### config.mk
export PLATFORM = sky130hd
export DESIGN_NAME = hazard_scheduler
export DESIGN_NICKNAME = d
export VERILOG_FILES = /design/src/rtl/arm_pkg.sv /design/src/rtl/hazard_sb_slot.sv /design/src/rtl/hazard_scheduler.sv
export SDC_FILE = /design/constraint.sdc
export NUM_CORES = 1
export LEC_CHECK = 0
export ABC_AREA = 0
export CAP_MARGIN = 20
export CELL_PAD_IN_SITES_DETAIL_PLACEMENT = 1
export CELL_PAD_IN_SITES_GLOBAL_PLACEMENT = 1
export CORE_UTILIZATION = 38
export DETAILED_ROUTE_END_ITERATION = 10
export PLACE_DENSITY = 0.8
export SETUP_SLACK_MARGIN = 0.02
export SYNTH_ARGS = -nofsm -noshare
export SYNTH_HDL_FRONTEND = slang
export SYNTH_SLANG_ARGS = --single-unit
### constraint.sdc
create_clock -name clk -period 4.84 [get_ports clk]
set_input_delay 0.484 -clock clk [delete_from_list [all_inputs] [get_ports clk]]
set_output_delay 0.484 -clock clk [all_outputs]
set_load 0.03 [all_outputs]
### src/rtl/arm_pkg.sv
// Shared definitions for the ID-stage hazard scheduler: condition code
// constants, register index width and the scoreboard slot layout.
package arm_pkg;

    localparam int         REG_W   = 4;
    localparam logic [3:0] COND_AL = 4'b1110;

    // One in-flight instruction as seen by the scoreboard.
    typedef struct packed {
        logic             valid;
        logic             wb_en;
        logic [REG_W-1:0] dest;
        logic             mem_read;
        logic             status_en;
    } sb_slot_t;

    localparam sb_slot_t SLOT_EMPTY = '0;

endpackage

### src/rtl/hazard_sb_slot.sv
// One registered scoreboard slot. Hold wins over bubble, bubble wins over load.
module hazard_sb_slot
    import arm_pkg::*;
(
    input  logic     clk,
    input  logic     rst,
    input  logic     hold,
    input  logic     bubble,
    input  sb_slot_t slot_i,
    output sb_slot_t slot_o
);

    sb_slot_t slot_q;
    sb_slot_t slot_d;

    // Next-slot selection: keep, insert a bubble, or take the upstream entry.
    always_comb begin
        slot_d = slot_q;
        if (!hold) begin
            slot_d = bubble ? SLOT_EMPTY : slot_i;
        end
    end

    // Slot register with synchronous active-low reset.
    always_ff @(posedge clk) begin
        if (!rst) begin
            slot_q <= SLOT_EMPTY;
        end else begin
            slot_q <= slot_d;
        end
    end

    assign slot_o = slot_q;

endmodule

### src/rtl/hazard_scheduler.sv
// ID-stage issue scheduler. Tracks instructions in EXE..MEM, detects RAW
// register and flag dependencies, and drives the IF/ID freeze/flush controls
// plus a saturating stall-cycle counter.
module hazard_scheduler
    import arm_pkg::*;
#(
    parameter int DEPTH  = 2,
    parameter int FWD_EN = 0,
    parameter int CNT_W  = 16
) (
    input  logic             clk,
    input  logic             rst,
    input  logic             id_valid,
    input  logic [3:0]       id_src1,
    input  logic [3:0]       id_src2,
    input  logic             id_two_src,
    input  logic             id_cond_al,
    input  logic             id_wb_en,
    input  logic [3:0]       id_dest,
    input  logic             id_mem_read,
    input  logic             id_status_en,
    input  logic             branch_taken,
    input  logic             mem_stall,
    output logic             hazard,
    output logic             freeze,
    output logic             flush,
    output logic [CNT_W-1:0] stall_count
);

    sb_slot_t         slot_q  [DEPTH];
    sb_slot_t         slot_in [DEPTH];
    sb_slot_t         id_entry;
    logic [DEPTH-1:0] match_k;
    logic [DEPTH-1:0] flag_k;
    logic             raw;
    logic             sts;
    logic             issue_bubble;
    logic [CNT_W-1:0] stall_count_q;
    logic [CNT_W-1:0] stall_count_d;

    // Entry that the ID instruction would occupy in slot 0 if it issues.
    always_comb begin
        id_entry.valid     = 1'b1;
        id_entry.wb_en     = id_wb_en;
        id_entry.dest      = id_dest;
        id_entry.mem_read  = id_mem_read;
        id_entry.status_en = id_status_en;
    end

    assign issue_bubble = hazard | branch_taken | ~id_valid;

    genvar k;
    generate
        for (k = 0; k < DEPTH; k++) begin : g_slot
            if (k == 0) begin : g_head
                assign slot_in[k] = id_entry;
            end else begin : g_tail
                assign slot_in[k] = slot_q[k-1];
            end
            hazard_sb_slot u_slot (
                .clk    (clk),
                .rst    (rst),
                .hold   (mem_stall),
                .bubble ((k == 0) ? issue_bubble : 1'b0),
                .slot_i (slot_in[k]),
                .slot_o (slot_q[k])
            );
        end
    endgenerate

    // Per-slot register and flag dependency compare against the ID operands.
    always_comb begin
        match_k = '0;
        flag_k  = '0;
        for (int i = 0; i < DEPTH; i++) begin
            match_k[i] = slot_q[i].valid & slot_q[i].wb_en &
                         ((slot_q[i].dest == id_src1) |
                          (id_two_src & (slot_q[i].dest == id_src2)));
            flag_k[i]  = slot_q[i].valid & slot_q[i].status_en;
        end
    end

    // With forwarding only a load still in EXE cannot be bypassed.
    assign raw = (FWD_EN != 0) ? (match_k[0] & slot_q[0].mem_read) : (|match_k);

    // Flags are never forwarded, so any pending flag setter blocks a conditional op.
    assign sts = ~id_cond_al & (|flag_k);

    assign hazard = id_valid & ~branch_taken & (raw | sts);
    assign flush  = branch_taken & ~mem_stall;
    assign freeze = mem_stall | hazard;

    // Saturating count of issue-stall cycles; frozen while memory holds the pipe.
    always_comb begin
        stall_count_d = stall_count_q;
        if (hazard && !mem_stall && (stall_count_q != {CNT_W{1'b1}})) begin
            stall_count_d = stall_count_q + CNT_W'(1);
        end
    end

    // Counter register with synchronous active-low reset.
    always_ff @(posedge clk) begin
        if (!rst) begin
            stall_count_q <= '0;
        end else begin
            stall_count_q <= stall_count_d;
        end
    end

    assign stall_count = stall_count_q;

endmodule

==> run_results.csv <==
group,metric,value,unit
timing,setup_tns,0,ps
clock_tree,path_clk_slew,60,ps
hold_path,hold_class,"flop to flop",
global_routing,overflow,0,
timing,finalCritPeriodShare,71.5,%
clock_tree,root_buffer,"clkbuf_8",
critical_path,cp_data_required_time,4360,ps
yosys,synth_area,1560,um2
yosys,yosysWarnings,0,
finish,nets,241,
critical_path,path_cells,"clkdlybuf4s50_1, xor2_1, nor3_1, a41o_1, a311oi_2, buf_4, nor2_1, or2_2, clkdlybuf4s50_1",
yosys,synth-seq-area-share,38.4,%
drt,viasPerCell,5.59,
power_and_ir_drop,p_per_area,259,nW/um2
drt,drt-initial-drc-count,45,
clock_tree,clock_latency,280,ps
drt,antenna_left,0,
timing,fin_crit,3460,ps
timing,slew-limit-headroom,43.0,%
power_and_ir_drop,leakage,0.718,nW
floorplan,initial_core_util,41.2,%
yosys,yosysUniqueCellTypes,37,
yosys,ys.flop_type,"dfxtp_1",
yosys,post-synth-top-count-cell,"dfxtp_1",
timing,fmaxAchievable,289,MHz
clock_tree,clock_path_buffers,2,
yosys,syn_area_per_cell,8.69,um2
power_and_ir_drop,ir_drop,0.154,mV
timing,maxSlewViolCount,0,
yosys,synthTopCellsByArea,"dfxtp_1 (38%), mux2i_1 (7.7%), xor2_1 (5.0%)",
finish,syn2layout_area_growth,33.4,%
global_routing,grt_use_total,22.4,%
yosys,synth_seq_cells,30,
clock_tree,cts_resized,0,
drt,wl_per_cell,16.4,um
yosys,synth_edf_count,0,
finish,layout-drive-gt1-share,6.39,%
yosys,synth-async-reset-ratio,0,%
timing,setup_viol,0,
critical_path,worstSetupPathType,"primary input to output port",
critical_path,endpoint_kind,"output port",
place,hpwl,3.14,mm
drt,wl,4.38,mm
drt,vias,1492,
drt,drc_errors,0,
timing,worst_pin_slew,852,ps
clock_tree,cts_made_buffers,5,
finish,diodes,0,
critical_path,cpMaxStageDelayCell,"clkdlybuf4s50_1",
floorplan,design.die.area,4380,um2
global_routing,grt_pass1_wl,7.40,mm
clock_tree,tritoncts,"built",
critical_path,critPathMostFrequentCell,"clkdlybuf4s50_1",
floorplan,ios,41,
global_routing,grt_pass1_vias,1544,
floorplan,die_w,66.2,um
yosys,post-synth-top-area-cell,"dfxtp_1",
run_status,outcome,"finished, final reports clean",
clock_tree,post-cts-setup-buffers,0,
critical_path,crit_path_max_fanout,30,
critical_path,worst_setup_path_start_kind,"primary input",
drt,firstDrtPassIters,4,
yosys,synth_cells,180,
global_routing,grt_max_degree,31,
place,gp_congestion,0.895,
yosys,synth_top_area_share,38.4,%
yosys,synthTopCellsByCount,"dfxtp_1 (30), nand2_1 (16), nor2_1 (15)",
global_routing,antenna_found_initial,0,
flow_run,cap_violations,0,
power_and_ir_drop,fin_total_pwr,0.540,mW
clock_tree,clock_sinks,30,
place,portBuffers,39,
floorplan,core-area,3800,um2
timing,rsz0062_at_grt,"false",
timing,hold_viol,0,
clock_tree,cts_max_level,2,
critical_path,arrival,2980,ps
finish,fillers,442,
floorplan,row_count,22,
timing,fin_worst_skew,6.13,ps
floorplan,die_h,66.2,um
yosys,syn_nets,203,
clock_tree,cts_hold_buf,0,
critical_path,critPathMaxStageDelay,590,ps
report_power, final:
part           internal [mW]  leakage, nW  switching [mW]
Sequential             0.249        0.242         0.00288
Clock                  0.143       0.0575          0.0950
Combinational         0.0258        0.418          0.0236
placed cells by master, fill, tap and decap left out, types with 2 or more instances in the layout:
master / count
dfxtp_1: 30
a22oi_1: 2
a32o_1: 6
xnor2_1: 7
clkbuf_8: 8
or4_1: 3
o31ai_1: 4
a21oi_1: 9
nor3_1: 6
or2_2: 2
nor2_1: 15
clkdlybuf4s50_1: 39
nor4_1: 3
nand2b_1: 7
or3_1: 5
mux2i_1: 12
o21ai_0: 6
nand3_1: 9
xor2_1: 9
nand2_1: 16
nand4_1: 5
inv_1: 2
metrics by stage:
step	setup WS, ps	hold WS, ps	utilization [%]	cell area, um2	instances
floorplan	2290	465	-	1560	180
global placement	1440	470	52.0	1980	259
detailed placement	1420	488	52.0	1980	259
CTS	1390	499	54.9	2090	267
global route	1200	510	54.9	2090	267
finish	1380	493	54.9	2090	267
flip-flops by register name, summed over array words and instances (netlist names):
name and cells:
g_slot.u_slot.slot_o 14, stall_count 16
layout make-up:
cell class                 count  area (um2)  area share [%]
clock buffer                   8         110            5.28
tap                           48        60.1            2.88
inverter                       3        11.3           0.540
timing repair buffer          40         398            19.1
sequential                    30         601            28.8
multi-input combinational    138         907            43.5
worst max-delay path: cells and delay by family:
kind	cells	cell delay, ps
and+or+nand+nor	3	440
buffers and inverters	3	1430
AOI/OAI and AO/OA	2	440
xor gates and xnor gates	1	170
routing by layer:
metal	wire length (um)	up-vias	part of all wire (%)	track usage, %
met3	178	5	4.1	4.66
met4	49	0	1.1	9.04
li1	-	731	-	-
met1	2020	723	46	28.3
met5	0	-	0	0
met2	2130	33	49	37.0
kinds of logic after synthesis:
group / count (synthesis) / synth area share (%)
mux: 12 / 7.68
compound gates: 33 / 15.8
fa+ha+maj: 1 / 0.800
flops: 30 / 38.4
simple gates: 76 / 24.8
xor+xnor: 16 / 8.96
buf+inv: 12 / 3.60
worst paths after layout:
kind | cells past startpoint | from | end | slack [ps]
max | 9 | id_src1[2] | freeze | 1380
min | 2 | stall_count[9] | stall_count[9] | 490
max reg2reg | 7 | stall_count[0] | stall_count[11] | 2730
min reg2reg | 2 | stall_count[9] | stall_count[9] | 490
(Power assumes the default switching activity.)
